**config.mk**
```make
export PLATFORM = sky130hd
export DESIGN_NAME = io_unit
export DESIGN_NICKNAME = d
export VERILOG_FILES = /design/src/rtl/io_unit.sv
export SDC_FILE = /design/constraint.sdc
export NUM_CORES = 1
export LEC_CHECK = 0
export BUFFER_PORTS_ARGS = -buffer_cell sky130_fd_sc_hd__buf_2
export CAP_MARGIN = 10
export CORE_MARGIN = 1
export CORE_UTILIZATION = 53
export CTS_CLUSTER_DIAMETER = 120
export CTS_CLUSTER_SIZE = 30
export DETAILED_ROUTE_END_ITERATION = 10
export PLACE_DENSITY_LB_ADDON = 0.1
export SLEW_MARGIN = 5
export SYNTH_ARGS = -nofsm -noshare
export SYNTH_HDL_FRONTEND = slang
export SYNTH_SLANG_ARGS = --single-unit
export TNS_END_PERCENT = 30
```
**constraint.sdc**
```tcl
create_clock -name Clock -period 4.7 [get_ports Clock]
set_input_delay 0 -clock Clock [delete_from_list [all_inputs] [get_ports Clock]]
set_output_delay 0 -clock Clock [all_outputs]
set_load 0.005 [all_outputs]
```
**src/rtl/io_unit.sv**
```systemverilog
// User I/O block: OUT/IN instruction service with PC stall handshake, debounced insert,
// hex or signed-decimal seven-segment display. Optional macro: LEADING_ZERO_BLANK_EN.
module io_unit #(
   parameter int DATA_W          = 32,
   parameter int SW_W            = 15,
   parameter int NUM_DIGITS      = 8,
   parameter int DEBOUNCE_CYCLES = 4
) (
   input  logic                    Clock,
   input  logic                    reset,
   input  logic                    halt,
   input  logic [DATA_W-1:0]       out_data,
   input  logic                    output_flag,
   input  logic                    input_flag,
   input  logic                    insert,
   input  logic [SW_W-1:0]         SW,
   input  logic                    disp_mode,
   output logic [DATA_W-1:0]       user_input,
   output logic                    io_stall,
   output logic                    overflow,
   output logic [7*NUM_DIGITS-1:0] HEX
);

   localparam int BCD_DIGITS  = (DATA_W * 30103 + 99999) / 100000;
   localparam int BCD_W       = 4 * BCD_DIGITS;
   localparam int EXT_DIGITS  = (BCD_DIGITS > NUM_DIGITS) ? BCD_DIGITS : NUM_DIGITS;
   localparam int EXT_W       = 4 * EXT_DIGITS;
   localparam int HEX_NIBBLES = DATA_W / 4;
   localparam int HX_DIGITS   = (NUM_DIGITS > HEX_NIBBLES) ? NUM_DIGITS : HEX_NIBBLES;
   localparam int HX_W        = 4 * HX_DIGITS;
   localparam int CNT_W       = (DATA_W > 1) ? $clog2(DATA_W) : 1;
   localparam int DB_W        = $clog2(DEBOUNCE_CYCLES + 1);

   localparam logic [6:0] SEG_BLANK = 7'b1111111;
   localparam logic [6:0] SEG_MINUS = 7'b0111111;

   typedef enum logic [2:0] {
      IDLE, OUT_LOAD, CONVERT, IN_PRESS, IN_RELEASE, DONE
   } state_t;

   state_t                  state, state_next;
   logic [DB_W-1:0]         deb_cnt;
   logic                    deb_insert;
   logic [DATA_W-1:0]       result;
   logic [BCD_W-1:0]        bcd;
   logic                    neg;
   logic [CNT_W-1:0]        conv_cnt;
   logic                    conv_last;

   logic [BCD_W-1:0]        bcd_adj;
   logic [BCD_W-1:0]        bcd_step;
   logic [DATA_W-1:0]       bin_step;
   logic [EXT_W-1:0]        bcd_ext;
   logic [HX_W-1:0]         result_ext;
   logic [7*NUM_DIGITS-1:0] hex_disp;
   logic [7*NUM_DIGITS-1:0] dec_disp;
   logic                    dec_ovf;
   int unsigned             avail;
   int unsigned             msd;

   function automatic logic [6:0] seg7(input logic [3:0] d);
      case (d)
         4'h0: seg7 = 7'b1000000;
         4'h1: seg7 = 7'b1111001;
         4'h2: seg7 = 7'b0100100;
         4'h3: seg7 = 7'b0110000;
         4'h4: seg7 = 7'b0011001;
         4'h5: seg7 = 7'b0010010;
         4'h6: seg7 = 7'b0000010;
         4'h7: seg7 = 7'b1111000;
         4'h8: seg7 = 7'b0000000;
         4'h9: seg7 = 7'b0010000;
         4'hA: seg7 = 7'b0001000;
         4'hB: seg7 = 7'b0000011;
         4'hC: seg7 = 7'b1000110;
         4'hD: seg7 = 7'b0100001;
         4'hE: seg7 = 7'b0000110;
         default: seg7 = 7'b0001110;
      endcase
   endfunction

   // Level flips only after DEBOUNCE_CYCLES consecutive samples that disagree with it
   always_ff @(posedge Clock) begin
      if (reset) begin
         deb_cnt    <= '0;
         deb_insert <= 1'b1;
      end else if (insert != deb_insert) begin
         if (deb_cnt == DB_W'(DEBOUNCE_CYCLES - 1)) begin
            deb_insert <= insert;
            deb_cnt    <= '0;
         end else begin
            deb_cnt <= deb_cnt + DB_W'(1);
         end
      end else begin
         deb_cnt <= '0;
      end
   end

   always_ff @(posedge Clock) begin
      if (reset) state <= IDLE;
      else       state <= state_next;
   end

   assign conv_last = (conv_cnt == CNT_W'(DATA_W - 1));

   always_comb begin
      state_next = state;
      io_stall   = 1'b0;
      case (state)
         IDLE: begin
            if (!halt) begin
               if (output_flag)     state_next = OUT_LOAD;
               else if (input_flag) state_next = IN_PRESS;
            end
         end
         OUT_LOAD: begin
            io_stall   = 1'b1;
            state_next = disp_mode ? CONVERT : DONE;
         end
         CONVERT: begin
            io_stall = 1'b1;
            if (conv_last) state_next = DONE;
         end
         IN_PRESS: begin
            io_stall = 1'b1;
            if (!deb_insert) state_next = IN_RELEASE;
         end
         IN_RELEASE: begin
            io_stall = 1'b1;
            if (deb_insert) state_next = DONE;
         end
         DONE:    state_next = IDLE;
         default: state_next = IDLE;
      endcase
   end

   // One double-dabble step: bias BCD nibbles, then shift {bcd, binary} left together
   always_comb begin
      bcd_adj = bcd;
      for (int unsigned i = 0; i < BCD_DIGITS; i++) begin
         if (bcd[4*i +: 4] >= 4'd5) bcd_adj[4*i +: 4] = bcd[4*i +: 4] + 4'd3;
      end
      {bcd_step, bin_step} = {bcd_adj, result} << 1;
   end

   always_comb begin
      result_ext = HX_W'(result);
      hex_disp   = '1;
      for (int unsigned i = 0; i < NUM_DIGITS; i++) begin
         if (i < HEX_NIBBLES) hex_disp[7*i +: 7] = seg7(result_ext[4*i +: 4]);
      end
   end

   // Decimal view built from the final step's BCD so HEX updates on the last CONVERT edge
   always_comb begin
      bcd_ext  = EXT_W'(bcd_step);
      dec_disp = '1;
      dec_ovf  = 1'b0;
      msd      = 0;
      avail    = neg ? NUM_DIGITS - 1 : NUM_DIGITS;
      for (int unsigned i = 0; i < EXT_DIGITS; i++) begin
         if (i >= avail && bcd_ext[4*i +: 4] != 4'd0) dec_ovf = 1'b1;
      end
`ifdef LEADING_ZERO_BLANK_EN
      for (int unsigned i = 0; i < NUM_DIGITS; i++) begin
         if (i < avail && bcd_ext[4*i +: 4] != 4'd0) msd = i;
      end
      for (int unsigned i = 0; i < NUM_DIGITS; i++) begin
         if (i <= msd)                  dec_disp[7*i +: 7] = seg7(bcd_ext[4*i +: 4]);
         else if (neg && i == msd + 1)  dec_disp[7*i +: 7] = SEG_MINUS;
      end
`else
      for (int unsigned i = 0; i < NUM_DIGITS; i++) begin
         if (i < avail) dec_disp[7*i +: 7] = seg7(bcd_ext[4*i +: 4]);
         else           dec_disp[7*i +: 7] = SEG_MINUS;
      end
`endif
   end

   always_ff @(posedge Clock) begin
      if (reset) begin
         result     <= '0;
         bcd        <= '0;
         neg        <= 1'b0;
         conv_cnt   <= '0;
         user_input <= '0;
         overflow   <= 1'b0;
         HEX        <= '1;
      end else begin
         case (state)
            IDLE: begin
               if (!halt && output_flag) result <= out_data;
            end
            OUT_LOAD: begin
               if (!disp_mode) begin
                  HEX      <= hex_disp;
                  overflow <= 1'b0;
               end else begin
                  // 0x80..0 negates to itself, which is the correct unsigned magnitude
                  neg      <= result[DATA_W-1];
                  result   <= result[DATA_W-1] ? -result : result;
                  bcd      <= '0;
                  conv_cnt <= '0;
               end
            end
            CONVERT: begin
               result   <= bin_step;
               bcd      <= bcd_step;
               conv_cnt <= conv_cnt + CNT_W'(1);
               if (conv_last) begin
                  HEX      <= dec_disp;
                  overflow <= dec_ovf;
               end
            end
            IN_PRESS: begin
               if (!deb_insert) user_input <= DATA_W'($signed(SW));
            end
            default: ;
         endcase
      end
   end

endmodule

```
==> flow_summary.html, run 1 <==
<table>
<tr><th>Metric</th><th>Value</th></tr>
<tr><th colspan="2">Run status</th></tr>
<tr><td>Run status</td><td>complete, no violations</td></tr>
<tr><th colspan="2">Critical path</th></tr>
<tr><td>Capture point of the worst path</td><td>hex_disp[32]</td></tr>
<tr><td>CP startpoint</td><td>state[0]</td></tr>
<tr><td>Register-to-register setup slack</td><td>about 0.66 ns</td></tr>
<tr><td>Reg-to-reg critical path endpoint</td><td>hex_disp[32]</td></tr>
<tr><td>Worst r2r path cells</td><td>10</td></tr>
<tr><td>Most common cell type on the critical path</td><td>nand2_1</td></tr>
<tr><td>Combined buffer and inverter count along the critical path</td><td>2</td></tr>
<tr><td>Biggest fanout along the worst timing path</td><td>19</td></tr>
<tr><td>R2R Path Start</td><td>state[0]</td></tr>
<tr><td>Startpoint-to-endpoint class of the critical path</td><td>flip-flop to flip-flop</td></tr>
<tr><td>Family with the most delay on the worst path</td><td>simple AND/OR/NAND/NOR gates</td></tr>
<tr><td>Kind of start point of the critical path</td><td>flip-flop</td></tr>
<tr><td>Number of cells on the critical path</td><td>10</td></tr>
<tr><td>Critical Path RT</td><td>just over 5 ns</td></tr>
<tr><td>Cell breakdown of the critical path</td><td>nor4bb_2 -&gt; buf_4 -&gt; nand2_1 -&gt; nand2_1 -&gt; o21ai_0 -&gt; a21oi_1 -&gt; inv_1 -&gt; ha_1 -&gt; mux2_2 -&gt; a32o_1</td></tr>
<tr><td>Longest individual stage delay on the worst path</td><td>about 0.74 ns</td></tr>
<tr><td>Category of the worst setup path capture point</td><td>flip-flop</td></tr>
<tr><td>Arrival time of the worst setup path</td><td>roughly 4.4 ns</td></tr>
<tr><td>Cell with the largest stage delay on the worst path</td><td>dfxtp_1</td></tr>
<tr><th colspan="2">Layout</th></tr>
<tr><td>Number of inserted diodes</td><td>0</td></tr>
<tr><td>Fillcell total</td><td>around 2,300</td></tr>
<tr><td>Sequential standard cell area</td><td>a little over 4000 sq um</td></tr>
<tr><td>Final-stage net count</td><td>roughly 2,000</td></tr>
<tr><td>Signed area change from the synthesized netlist to the final layout</td><td>10.5%</td></tr>
<tr><td>Layout cell share with drive strength beyond 1</td><td>0.130</td></tr>
<tr><td>Area occupied by multi-input gates</td><td>approximately 8700 sq um</td></tr>
<tr><th colspan="2">Yosys</th></tr>
<tr><td>Sequential area share after synthesis</td><td>0.302</td></tr>
<tr><td>Number of enable flip-flop cells after synthesis</td><td>0</td></tr>
<tr><td>Synthesized area divided by synthesized cell count</td><td>around 8.1 sq um</td></tr>
<tr><td>Number of nets in the synthesized netlist</td><td>around 1,900</td></tr>
<tr><td>Yosys cell types</td><td>84</td></tr>
<tr><td>Ys async rst share</td><td>0</td></tr>
<tr><td>Number of synthesized register bits</td><td>between 200 and 250</td></tr>
<tr><td>Area leader, netlist</td><td>dfxtp_1</td></tr>
<tr><td>Post-synthesis instance area</td><td>between 10,000 and 15,000 sq um</td></tr>
<tr><td>Synth top area share</td><td>0.302</td></tr>
<tr><td>Count of warnings emitted by yosys</td><td>0</td></tr>
<tr><td>Top cells by area, synth</td><td>dfxtp_1 (30%), ha_1 (11%), a21oi_1 (5.5%)</td></tr>
<tr><td>Main synth FF type</td><td>dfxtp_1</td></tr>
<tr><td>Gate Count Post-Synth</td><td>1,691</td></tr>
<tr><th colspan="2">Timing</th></tr>
<tr><td>Unrepaired setup endpoints after global routing</td><td>no</td></tr>
<tr><td>Final-layout setup total negative slack</td><td>0 ns</td></tr>
<tr><td>Max-Slew Margin vs Limit</td><td>0.191</td></tr>
<tr><td>Time the final worst path needs with I/O delays and setup</td><td>4.04 ns</td></tr>
<tr><td>Final count of negative-setup-slack endpoints</td><td>0</td></tr>
<tr><td>Final hold viol count</td><td>0</td></tr>
<tr><td>Fraction of the cycle the final worst path needs</td><td>0.860</td></tr>
<tr><td>Final number of max-transition violations</td><td>0</td></tr>
<tr><td>Setup skew after layout</td><td>approximately 0.0073 ns</td></tr>
<tr><td>Worst slew pin tran</td><td>~1.2 ns</td></tr>
<tr><td>Upper clock frequency limit</td><td>around 0.25 GHz</td></tr>
<tr><th colspan="2">Clocking</th></tr>
<tr><td>Clock buffer depth</td><td>3</td></tr>
<tr><td>Number of clock sinks</td><td>206</td></tr>
<tr><td>Number of setup buffers added after CTS</td><td>0</td></tr>
<tr><td>Number of buffers created by CTS</td><td>10</td></tr>
<tr><td>H-Tree Depth</td><td>1</td></tr>
<tr><td>Clock Pin Slew Worst Setup and Hold Paths</td><td>around 0.11 ns</td></tr>
<tr><td>Master cell of the clock root buffer</td><td>clkbuf_16</td></tr>
<tr><td>Clock network latency to the later pin of the worst-skew pair</td><td>about 0.48 ns</td></tr>
<tr><td>CTS tree</td><td>yes</td></tr>
<tr><th colspan="2">Detailed routing</th></tr>
<tr><td>Via-per-instance ratio</td><td>6.02</td></tr>
<tr><td>TritonRoute pass-1 iters</td><td>7</td></tr>
<tr><td>Number of vias in the routed layout</td><td>around 13,000</td></tr>
<tr><td>Number of nets still failing antenna checks after routing</td><td>0</td></tr>
<tr><td>First-iteration detailed-routing DRC count</td><td>1,239</td></tr>
<tr><td>Total Wirelength</td><td>between 30,000 and 40,000 microns</td></tr>
<tr><td>Drt drc</td><td>0</td></tr>
<tr><td>Routed WL per cell</td><td>17.4 microns</td></tr>
<tr><th colspan="2">Floorplan</th></tr>
<tr><td>Vertical die dimension</td><td>163 microns</td></tr>
<tr><td>Standard-cell row count</td><td>58</td></tr>
<tr><td>Initial Utilization</td><td>0.541</td></tr>
<tr><td>Core region area</td><td>25,300 sq um</td></tr>
<tr><td>Area enclosed by the die boundary</td><td>26,400 sq um</td></tr>
<tr><td>Horizontal extent of the die</td><td>around 160 microns</td></tr>
<tr><td>Number of placed I/O pins</td><td>about 140</td></tr>
<tr><th colspan="2">Placement</th></tr>
<tr><td>Final HPWL from detailed placement</td><td>about 26,000 microns</td></tr>
<tr><td>I/O Buffers</td><td>143</td></tr>
<tr><td>Final weighted congestion in routability-driven placement</td><td>about 1</td></tr>
<tr><th colspan="2">Job</th></tr>
<tr><td>Maximum capacitance violations</td><td>0</td></tr>
<tr><th colspan="2">Power</th></tr>
<tr><td>Power Dens Cells</td><td>approximately 550 nW/um^2</td></tr>
<tr><td>Final Power</td><td>8.24 mW</td></tr>
<tr><td>Maximum ir drop on the vdd rail</td><td>0.324 mV</td></tr>
<tr><td>Static Leakage</td><td>approximately 6 nW</td></tr>
<tr><th colspan="2">Global routing</th></tr>
<tr><td>GR Overflow Total</td><td>0</td></tr>
<tr><td>Pin count of the biggest net entering global routing</td><td>88</td></tr>
<tr><td>Overall fraction of global-route tracks in use</td><td>0.273</td></tr>
<tr><td>Wire length of the first global-routing pass</td><td>59,200 microns</td></tr>
<tr><td>Number of antenna violations at the first check in global routing</td><td>0</td></tr>
<tr><td>Vias in the first global route</td><td>around 12,000</td></tr>
<tr><th colspan="2">Worst hold path</th></tr>
<tr><td>Type of the most critical hold path</td><td>input port to flip-flop</td></tr>
</table>
## per-stage QoR
stage | util | worst slack [ns] | area, sq um | std cells | hold slack, ns
3_5_place_dp | 0.572 | 0.800 | 14400 | 2063 | 0.249
6_report | 0.597 | 0.657 | 15100 | 2108 | 0.0224
4_1_cts | 0.597 | 0.782 | 15100 | 2108 | 0.0143
5_1_grt | 0.597 | 0.447 | 15100 | 2108 | 0.0638
2_1_floorplan | - | 1.45 | 13700 | 1691 | 0.128
3_3_place_gp | 0.572 | 0.928 | 14400 | 2063 | 0.240
## per-layer routing
layer	GRT usage	part of all wire
met5	0	0
met4	0.0716	0.022
met3	0.0341	0.064
met2	0.437	0.44
met1	0.385	0.47
## sequential cells by signal, indices dropped and copies added, names as in the netlist, 3 cells and up
name / flops
deb_cnt: 3
result: 32
HEX: 56
bcd: 40
user_input: 15
state: 3
conv_cnt: 5
hex_disp: 49
## worst min-delay path by stage
| stage | startpoint | end | cells past startpoint |
|---|---|---|---|
| floorplan | insert | deb_insert | 2 |
| global placement | SW[8] | user_input[8] | 3 |
| detailed placement | SW[8] | user_input[8] | 3 |
| CTS | out_data[20] | result[20] | 4 |
| global route | out_data[20] | result[20] | 4 |
| finish | out_data[20] | result[20] | 4 |
## cells in the final DEF, fill, tap and decap left out, drive strengths merged, types with 16 or more instances in the layout
cell type,instances
a211oi,23
a21oi,151
a221oi,20
a22oi,41
a31oi,16
buf,169
dfxtp,206
dlygate4sd3,33
ha,118
inv,79
mux2,18
mux2i,62
nand2,118
nand2b,27
nand3,25
nor2,146
nor2b,20
nor3,36
nor3b,17
nor4,17
o21ai,153
o221ai,21
o22ai,20
or3,16
xnor2,25
## what timing repair did
item,in CTS,in global routing
hold buffers,33,0
gates resized for setup,0,0
endpoints found under the hold margin,63,0
## where the power goes
part,switching [mW],internal [mW],total (mW)
logic,2.87,1.79,4.66
clock network,0.562,0.479,1.04
registers,0.385,2.16,2.54
total,3.81,4.43,8.24
## worst min-delay path: cells and delay by family
kind | cells | cell delay [ns]
AND/OR/NAND/NOR | 2 | 0.22
AO/OA/AOI/OAI | 1 | 0.15
buffers and inverters | 1 | 0.10
## synthesized netlist by cell type, types with 19 or more instances
master	count
nand2_1	118
ha_1	118
o221ai_1	21
dfxtp_1	206
inv_1	78
a211oi_1	23
mux2i_1	62
nand2b_1	27
nor2_1	146
o22ai_1	20
o21ai_0	145
a22oi_1	41
nor2b_1	20
a21oi_1	151
a221oi_1	19
xnor2_1	25
nand3_1	24
nor3_1	36
clkbuf_1	89
## cell families (layout without fill, tap and decap cells)
| group | Yosys count | count (layout) | synth area share |
|---|---|---|---|
| AOI/OAI and AO/OA | 568 | 568 | 0.270 |
| xor gates and xnor gates | 26 | 26 | 0.0167 |
| adders and majority gates | 118 | 118 | 0.108 |
| buffers and inverters | 208 | 295 | 0.0630 |
| DFF | 206 | 206 | 0.302 |
| muxes | 82 | 82 | 0.0636 |
| and+or+nand+nor | 483 | 483 | 0.176 |
## cell type report
cell class                      instances  area share
Inverter                               81      0.0202
Sequential cell                       206       0.273
Clock inverter                          1     0.00199
Multi-Input combinational cell       1277       0.576
Timing Repair Buffer                  202      0.0827
Clock buffer                           11      0.0182
Tap cell                              330      0.0274
Power figures use the tool's default switching activity.
==> run 2: changes to the inputs <==
--- a/config.mk
+++ b/config.mk
@@ -12,7 +12,8 @@
 export CTS_CLUSTER_DIAMETER = 120
 export CTS_CLUSTER_SIZE = 30
 export DETAILED_ROUTE_END_ITERATION = 10
-export PLACE_DENSITY_LB_ADDON = 0.1
+export PLACE_DENSITY_LB_ADDON = 0.2
+export RECOVER_POWER = 100
 export SLEW_MARGIN = 5
 export SYNTH_ARGS = -nofsm -noshare
 export SYNTH_HDL_FRONTEND = slang
==> run 2 against run 1 <==
Net effect:
- the flow now finishes with violations (max-capacitance violations, max-slew violations)
- largest power group unchanged
- power is 0.46% lower
- first-iteration DRC count shrank 8.9%
- sequential share of layout area is 0.068 points lower
- clock power is essentially flat
- sequential power is essentially flat
- clock skew grew 0.0031 ns
- setup slack got worse by 0.097 ns
- global-route usage up 0.17 points
- core utilization up 0.15 points
- critical path depth unchanged
- register-to-register slack worse by 0.097 ns
- critical endpoint is now hex_disp[42]
- combinational power down 1%
==> flow_summary.html, run 2 (synthesized netlist as in run 1, its figures left out) <==
<table>
<tr><th>Metric</th><th>Value</th></tr>
<tr><th colspan="2">Timing</th></tr>
<tr><td>Unrepaired setup endpoints after global routing</td><td>no</td></tr>
<tr><td>Setup skew after layout</td><td>0.0104 ns (+0.00315 ns)</td></tr>
<tr><td>Final count of negative-setup-slack endpoints</td><td>0 (unchanged)</td></tr>
<tr><td>Upper clock frequency limit</td><td>0.242 GHz (-2.3%)</td></tr>
<tr><td>Final-layout setup total negative slack</td><td>0 ns (unchanged)</td></tr>
<tr><td>Final hold slack</td><td>0.0361 ns (+0.0136 ns)</td></tr>
<tr><td>Max-Slew Margin vs Limit</td><td>-0.595 (-0.786)</td></tr>
<tr><td>Time the final worst path needs with I/O delays and setup</td><td>4.14 ns (+0.0966 ns)</td></tr>
<tr><td>Worst slew pin tran</td><td>2.39 ns (+1.18 ns)</td></tr>
<tr><td>Fraction of the cycle the final worst path needs</td><td>0.881 (+0.0206)</td></tr>
<tr><td>Final number of max-transition violations</td><td>46 (+46)</td></tr>
<tr><td>Final hold viol count</td><td>0 (unchanged)</td></tr>
<tr><th colspan="2">Critical path</th></tr>
<tr><td>Critical Path RT</td><td>5.09 ns (about the same)</td></tr>
<tr><td>Category of the worst setup path capture point</td><td>flip-flop</td></tr>
<tr><td>R2R Path Start</td><td>state[0]</td></tr>
<tr><td>CP startpoint</td><td>state[0]</td></tr>
<tr><td>Kind of start point of the critical path</td><td>flip-flop</td></tr>
<tr><td>Biggest fanout along the worst timing path</td><td>27 (+8)</td></tr>
<tr><td>Arrival time of the worst setup path</td><td>4.53 ns (+0.10 ns)</td></tr>
<tr><td>Startpoint-to-endpoint class of the critical path</td><td>flip-flop to flip-flop</td></tr>
<tr><th colspan="2">Clocking</th></tr>
<tr><td>CTS tree</td><td>yes</td></tr>
<tr><td>H-Tree Depth</td><td>1 (unchanged)</td></tr>
<tr><td>Total of cells resized after clock tree synthesis</td><td>0 (unchanged)</td></tr>
<tr><td>Number of clock sinks</td><td>206 (unchanged)</td></tr>
<tr><td>Clock buffer depth</td><td>3 (unchanged)</td></tr>
<tr><td>Master cell of the clock root buffer</td><td>clkbuf_16</td></tr>
<tr><td>Clock network latency to the later pin of the worst-skew pair</td><td>0.48 ns (about the same)</td></tr>
<tr><td>Clock Pin Slew Worst Setup and Hold Paths</td><td>0.12 ns (about the same)</td></tr>
<tr><td>Number of buffers created by CTS</td><td>10 (unchanged)</td></tr>
<tr><th colspan="2">Layout</th></tr>
<tr><td>Layout cell share with drive strength beyond 1</td><td>0.0914 (-0.0386)</td></tr>
<tr><td>Flip-flop count of the largest register, all copies and words added</td><td>56 (unchanged)</td></tr>
<tr><td>Number of inserted diodes</td><td>0 (unchanged)</td></tr>
<tr><td>Commonest cells after routing, fill and taps aside</td><td>dfxtp_1 (206), a21oi_1 (151), o21ai_0 (149), nor2_1 (145)</td></tr>
<tr><td>Signed area change from the synthesized netlist to the final layout</td><td>10.7%</td></tr>
<tr><td>Most common cell after layout, fill and taps aside</td><td>dfxtp_1</td></tr>
<tr><td>Core utilization of the finished layout</td><td>0.599 (+0.00149)</td></tr>
<tr><td>Final-stage net count</td><td>1,967 (+0.87%)</td></tr>
<tr><td>Top reg by flops</td><td>HEX</td></tr>
<tr><th colspan="2">Placement</th></tr>
<tr><td>Final HPWL from detailed placement</td><td>25,800 microns (-0.18%)</td></tr>
<tr><td>Final weighted congestion in routability-driven placement</td><td>0.962 (-2.6%)</td></tr>
<tr><td>I/O Buffers</td><td>143 (unchanged)</td></tr>
<tr><th colspan="2">Floorplan</th></tr>
<tr><td>Standard-cell row count</td><td>58 (unchanged)</td></tr>
<tr><td>Horizontal extent of the die</td><td>163 microns (unchanged)</td></tr>
<tr><td>Area enclosed by the die boundary</td><td>26,400 sq um (unchanged)</td></tr>
<tr><td>Number of placed I/O pins</td><td>144 (unchanged)</td></tr>
<tr><td>Vertical die dimension</td><td>163 microns (unchanged)</td></tr>
<tr><td>Core region area</td><td>25,300 sq um (unchanged)</td></tr>
<tr><td>Initial Utilization</td><td>0.541 (unchanged)</td></tr>
<tr><th colspan="2">Global routing</th></tr>
<tr><td>Overall fraction of global-route tracks in use</td><td>0.275 (+0.00166)</td></tr>
<tr><td>GR Overflow Total</td><td>0 (unchanged)</td></tr>
<tr><td>Number of antenna violations at the first check in global routing</td><td>0 (unchanged)</td></tr>
<tr><td>Wire length of the first global-routing pass</td><td>59,700 microns (+0.84%)</td></tr>
<tr><td>Pin count of the biggest net entering global routing</td><td>86 (-2.3%)</td></tr>
<tr><td>Vias in the first global route</td><td>11,734 (+0.98%)</td></tr>
<tr><th colspan="2">Power</th></tr>
<tr><td>Power Dens Cells</td><td>542 nW/um^2 (-0.71%)</td></tr>
<tr><td>Maximum ir drop on the vdd rail</td><td>0.532 mV (+64%)</td></tr>
<tr><td>Static Leakage</td><td>5.78 nW (-1.3%)</td></tr>
<tr><th colspan="2">Run status</th></tr>
<tr><td>Run status</td><td>finished with violations</td></tr>
<tr><td>Violations in the final reports</td><td>max-capacitance violations, max-slew violations</td></tr>
<tr><th colspan="2">Detailed routing</th></tr>
<tr><td>First-iteration detailed-routing DRC count</td><td>1,129 (-8.9%)</td></tr>
<tr><td>Total Wirelength</td><td>37,300 microns (+1.5%)</td></tr>
<tr><td>TritonRoute pass-1 iters</td><td>5 (-2)</td></tr>
<tr><td>Number of vias in the routed layout</td><td>12,958 (+2.2%)</td></tr>
<tr><td>Number of nets still failing antenna checks after routing</td><td>0 (unchanged)</td></tr>
<tr><td>Routed WL per cell</td><td>17.6 microns (+0.66%)</td></tr>
<tr><td>Drt drc</td><td>0 (unchanged)</td></tr>
<tr><td>Via-per-instance ratio</td><td>6.10 (+1.3%)</td></tr>
<tr><th colspan="2">Worst hold path</th></tr>
<tr><td>Startpoint of the lowest-slack hold path</td><td>out_data[20]</td></tr>
<tr><td>Type of the most critical hold path</td><td>input port to flip-flop</td></tr>
<tr><th colspan="2">Job</th></tr>
<tr><td>Maximum capacitance violations</td><td>1 (+1)</td></tr>
</table>
run 2: cell types whose count changed in the layout (fill, tap and decap cells not counted), sizes merged:
cell,previous run,this run
clkbuf,11,77
buf,169,106
dlygate4sd3,33,47
run 2: worst max-delay path, stage by stage (launching register included):
cell and delay [ns]:
dfxtp_1 0.89, nor4bb_1 0.54, and2_0 0.53, nor2_2 0.32, o21ai_0 0.30, o311ai_0 0.33, nor2_1 0.29, inv_1 0.14
ha_1 0.23, or3_1 0.36, o221a_2 0.12
run 2: metrics by stage:
stage,instance area [sq um],total power [mW],instances,setup WS [ns]
floorplan,13700,5.82,1691,1.45
global placement,14500,7.04,2064,0.946
detailed placement,14500,7.10,2064,0.866
CTS,15200,8.20,2123,0.837
global route,15100,8.79,2125,0.273
finish,15100,8.20,2125,0.561
run 2: path summary, 6_finish.rpt:
| kind | to | slack, ns | cells after the start |
|---|---|---|---|
| max reg2reg | hex_disp[42] | 0.56 | 10 |
| min reg2reg | deb_cnt[0] | 0.43 | 1 |
| min | result[20] | 0.04 | 4 |
| max | hex_disp[42] | 0.56 | 10 |
run 2: what timing repair did:
action | CTS | global route
hold buffers | 47 | 0
setup buffers | 0 | 0
hold endpoints to repair | 45 | 0
run 2: per-layer routing:
metal  share of wire  global-route usage
met1            0.46               0.390
met4           0.022              0.0815
met2            0.45               0.435
met5               0                   0
met3           0.065              0.0326
run 2: final cells by class:
type                    instances  area, sq um
clock inverters                 1         30.0
clock buffers                  11          275
inverters                      81          304
repair buffers                219         1310
flip-flops and latches        206         4120
well taps                     330          413
multi-input cells            1277         8670
fillers                      2308        10100
run 2: report_power, final:
group,switching (mW),internal [mW]
clock network,0.564,0.479
registers,0.409,2.16
logic,2.85,1.75
total,3.82,4.38
==> run 3: changes to the inputs <==
--- a/config.mk
+++ b/config.mk
@@ -12,7 +12,7 @@
 export CTS_CLUSTER_DIAMETER = 120
 export CTS_CLUSTER_SIZE = 30
 export DETAILED_ROUTE_END_ITERATION = 10
-export PLACE_DENSITY_LB_ADDON = 0.2
+export PLACE_DENSITY_LB_ADDON = 0.25
 export RECOVER_POWER = 100
 export SLEW_MARGIN = 5
 export SYNTH_ARGS = -nofsm -noshare
==> run 3 against run 2 <==
Net effect:
- the flow still finishes with violations (max-capacitance violations, max-slew violations)
- critical path depth up 2
- die area did not move
- first-iteration DRC count is 13% higher
- cell count down 0.99%
- count of clock-buffer cells in the layout unchanged
- non-clock buffer count shrank 21
==> flow_summary.html, run 3 (synthesized netlist as in run 1, its figures left out) <==
<table>
<tr><th>Metric</th><th>Value</th></tr>
<tr><th colspan="2">Job</th></tr>
<tr><td>Maximum capacitance violations</td><td>3 (+2)</td></tr>
<tr><th colspan="2">Floorplan</th></tr>
<tr><td>Core region area</td><td>25,300 sq um (unchanged)</td></tr>
<tr><td>Standard-cell row count</td><td>58 (unchanged)</td></tr>
<tr><td>Horizontal extent of the die</td><td>163 microns (unchanged)</td></tr>
<tr><td>Area enclosed by the die boundary</td><td>26,400 sq um (unchanged)</td></tr>
<tr><td>Vertical die dimension</td><td>163 microns (unchanged)</td></tr>
<tr><td>Number of placed I/O pins</td><td>144 (unchanged)</td></tr>
<tr><td>Initial Utilization</td><td>0.541 (unchanged)</td></tr>
<tr><th colspan="2">Layout</th></tr>
<tr><td>Fillcell total</td><td>2,321 (+0.56%)</td></tr>
<tr><td>Top reg by flops</td><td>HEX</td></tr>
<tr><td>Commonest cells after routing, fill and taps aside</td><td>dfxtp_1 (206), a21oi_1 (151), nor2_1 (146), o21ai_0 (146)</td></tr>
<tr><td>Signed area change from the synthesized netlist to the final layout</td><td>9.20%</td></tr>
<tr><td>Most common cell after layout, fill and taps aside</td><td>dfxtp_1</td></tr>
<tr><td>Flip-flop count of the largest register, all copies and words added</td><td>56 (unchanged)</td></tr>
<tr><td>Count of non-filler cells in the finished layout</td><td>2,104 (-0.99%)</td></tr>
<tr><td>Number of inserted diodes</td><td>0 (unchanged)</td></tr>
<tr><td>Layout cell share with drive strength beyond 1</td><td>0.0919 (+0.000518)</td></tr>
<tr><td>Final-stage net count</td><td>1,946 (-1.1%)</td></tr>
<tr><td>Core utilization of the finished layout</td><td>0.590 (-0.00832)</td></tr>
<tr><th colspan="2">Power</th></tr>
<tr><td>Power Dens Cells</td><td>553 nW/um^2 (+2.0%)</td></tr>
<tr><td>Switching portion of total power</td><td>0.470 (+0.00407)</td></tr>
<tr><td>Static Leakage</td><td>5.66 nW (-2.0%)</td></tr>
<tr><td>Fraction of power consumed by combinational cells</td><td>0.563 (+0.003)</td></tr>
<tr><td>Internal Dissipation</td><td>4.38 mW (-0.17%)</td></tr>
<tr><td>Portion of total power attributed to the clock network</td><td>0.129 (+0.002)</td></tr>
<tr><td>Power share of the sequential group</td><td>0.308 (-0.005)</td></tr>
<tr><td>Final Power</td><td>8.25 mW (+0.59%)</td></tr>
<tr><td>Switching pwr</td><td>3.88 mW (+1.5%)</td></tr>
<tr><td>Maximum ir drop on the vdd rail</td><td>0.362 mV (-32%)</td></tr>
<tr><th colspan="2">Timing</th></tr>
<tr><td>Unrepaired setup endpoints after global routing</td><td>no</td></tr>
<tr><td>Time the final worst path needs with I/O delays and setup</td><td>4.15 ns (+0.00649 ns)</td></tr>
<tr><td>Final-layout setup total negative slack</td><td>0 ns (unchanged)</td></tr>
<tr><td>Max-Slew Margin vs Limit</td><td>-0.297 (+0.298)</td></tr>
<tr><td>Final hold slack</td><td>0.0351 ns (-0.000964 ns)</td></tr>
<tr><td>Upper clock frequency limit</td><td>0.241 GHz (-0.16%)</td></tr>
<tr><td>Worst slew pin tran</td><td>1.95 ns (-0.446 ns)</td></tr>
<tr><td>Final number of max-transition violations</td><td>144 (+210%)</td></tr>
<tr><td>Setup skew after layout</td><td>0.0337 ns (+0.0232 ns)</td></tr>
<tr><td>Final count of negative-setup-slack endpoints</td><td>0 (unchanged)</td></tr>
<tr><td>Final hold viol count</td><td>0 (unchanged)</td></tr>
<tr><td>Fraction of the cycle the final worst path needs</td><td>0.882 (+0.00138)</td></tr>
<tr><th colspan="2">Clocking</th></tr>
<tr><td>Clock Pin Slew Worst Setup and Hold Paths</td><td>0.13 ns (about the same)</td></tr>
<tr><td>Number of buffers created by CTS</td><td>10 (unchanged)</td></tr>
<tr><td>Total of cells resized after clock tree synthesis</td><td>0 (unchanged)</td></tr>
<tr><td>Clock buffer depth</td><td>3 (unchanged)</td></tr>
<tr><td>Master cell of the clock root buffer</td><td>clkbuf_16</td></tr>
<tr><td>Number of clock sinks</td><td>206 (unchanged)</td></tr>
<tr><td>H-Tree Depth</td><td>1 (unchanged)</td></tr>
<tr><td>Clock network latency to the later pin of the worst-skew pair</td><td>0.49 ns (about the same)</td></tr>
<tr><td>CTS tree</td><td>yes</td></tr>
<tr><th colspan="2">Worst hold path</th></tr>
<tr><td>Capture endpoint of the worst hold path</td><td>result[0]</td></tr>
<tr><td>Type of the most critical hold path</td><td>input port to flip-flop</td></tr>
<tr><td>Startpoint of the lowest-slack hold path</td><td>out_data[0]</td></tr>
<tr><td>Cell count of the worst hold path</td><td>5 (+1)</td></tr>
<tr><th colspan="2">Detailed routing</th></tr>
<tr><td>Drt drc</td><td>0 (unchanged)</td></tr>
<tr><td>Number of vias in the routed layout</td><td>12,910 (-0.37%)</td></tr>
<tr><td>Via-per-instance ratio</td><td>6.14 (+0.62%)</td></tr>
<tr><td>Routed WL per cell</td><td>17.7 microns (+0.91%)</td></tr>
<tr><td>Number of nets still failing antenna checks after routing</td><td>0 (unchanged)</td></tr>
<tr><td>First-iteration detailed-routing DRC count</td><td>1,276 (+13%)</td></tr>
<tr><td>Total Wirelength</td><td>37,300 microns (about the same)</td></tr>
<tr><td>TritonRoute pass-1 iters</td><td>7 (+2)</td></tr>
<tr><th colspan="2">Critical path</th></tr>
<tr><td>Worst r2r path cells</td><td>12 (+2)</td></tr>
<tr><td>Startpoint-to-endpoint class of the critical path</td><td>flip-flop to flip-flop</td></tr>
<tr><td>Arrival time of the worst setup path</td><td>4.51 ns (-0.02 ns)</td></tr>
<tr><td>Kind of start point of the critical path</td><td>flip-flop</td></tr>
<tr><td>R2R Path Start</td><td>result[0]</td></tr>
<tr><td>Category of the worst setup path capture point</td><td>flip-flop</td></tr>
<tr><td>Register-to-register setup slack</td><td>0.55 ns (about the same)</td></tr>
<tr><td>Critical Path RT</td><td>5.07 ns (-0.02 ns)</td></tr>
<tr><td>Reg-to-reg critical path endpoint</td><td>hex_disp[38]</td></tr>
<tr><td>Biggest fanout along the worst timing path</td><td>9 (-67%)</td></tr>
<tr><th colspan="2">Run status</th></tr>
<tr><td>Violations in the final reports</td><td>max-capacitance violations, max-slew violations</td></tr>
<tr><td>Run status</td><td>finished with violations</td></tr>
<tr><th colspan="2">Global routing</th></tr>
<tr><td>Number of antenna violations at the first check in global routing</td><td>0 (unchanged)</td></tr>
<tr><td>Wire length of the first global-routing pass</td><td>60,200 microns (+0.75%)</td></tr>
<tr><td>GR Overflow Total</td><td>0 (unchanged)</td></tr>
<tr><td>Overall fraction of global-route tracks in use</td><td>0.276 (+0.00150)</td></tr>
<tr><td>Vias in the first global route</td><td>11,896 (+1.4%)</td></tr>
<tr><td>Pin count of the biggest net entering global routing</td><td>95 (+10%)</td></tr>
<tr><th colspan="2">Placement</th></tr>
<tr><td>Final HPWL from detailed placement</td><td>26,000 microns (+0.64%)</td></tr>
<tr><td>Final weighted congestion in routability-driven placement</td><td>0.965 (+0.28%)</td></tr>
<tr><td>Placed insts</td><td>2,063 (-0.048%)</td></tr>
<tr><td>I/O Buffers</td><td>143 (unchanged)</td></tr>
</table>
==> run 3: cell count changes in the layout (fill, tap and decap cells not counted), sizes merged <==
cell / delta
dlygate4sd3: -18
buf: +1
clkbuf: -4
==> run 3: final cells by class <==
type / count / area [sq um] / area share
multi-input combinational: 1277 / 8660 / 0.581
sequential: 206 / 4120 / 0.277
timing repair buffer: 198 / 1100 / 0.0738
tap: 330 / 413 / 0.0277
inverter: 81 / 304 / 0.0204
clock buffer: 11 / 275 / 0.0185
clock inverter: 1 / 30.0 / 0.00201
==> run 3: power groups by stage <==
stage	Combinational, mW	Clock [mW]	Sequential (mW)
3_3_place_gp	4.50	0	2.56
6_report	4.64	1.06	2.55
3_5_place_dp	4.57	0	2.57
5_1_grt	5.11	1.14	2.59
2_1_floorplan	3.41	0	2.41
4_1_cts	4.62	1.08	2.53
==> run 3: through the flow <==
step | cell area, sq um | setup slack [ns]
2_1_floorplan | 13700 | 1.45
4_1_cts | 15000 | 1.01
6_report | 14900 | 0.554
3_5_place_dp | 14400 | 1.07
5_1_grt | 14900 | 0.342
3_3_place_gp | 14400 | 1.19
==> run 3: worst max-delay path, cell delays in order, from the launching register on <==
cell and delay (ns):
dfxtp_1 0.42, inv_1 0.09, ha_1 0.20, nor4b_1 0.94, nand4_1 0.40, o32a_1 0.43, o21ai_0 0.18, o211ai_1 0.20
nor2_1 0.24, inv_1 0.13, ha_1 0.30, inv_1 0.05, mux4_2 0.44
==> run 3: repair_timing <==
item / 4_1_cts / 5_1_grt
buffers inserted: 0 / 0
hold buffers: 29 / 0
endpoints found under the hold margin: 32 / 0
==> run 3: worst max-delay path by stage <==
stage / cells after the start / slack (ns) / startpoint / end
after floorplan: 16 / 1.45 / state[0] / hex_disp[7]
after global placement: 9 / 1.19 / state[0] / hex_disp[32]
after detailed placement: 11 / 1.07 / state[0] / hex_disp[7]
after CTS: 10 / 1.01 / state[0] / hex_disp[11]
after global routing: 12 / 0.34 / state[0] / hex_disp[7]
final: 12 / 0.55 / result[0] / hex_disp[38]
==> run 3: per-layer routing <==
layer / share of wire / vias up / track usage / wire length [microns]
met2: 0.44 / 476 / 0.429 / 16400
met3: 0.081 / 69 / 0.0578 / 3000
li1: - / 6323 / - / -
met1: 0.45 / 6042 / 0.379 / 16900
met4: 0.025 / 0 / 0.0913 / 939
met5: 0 / - / 0 / 0
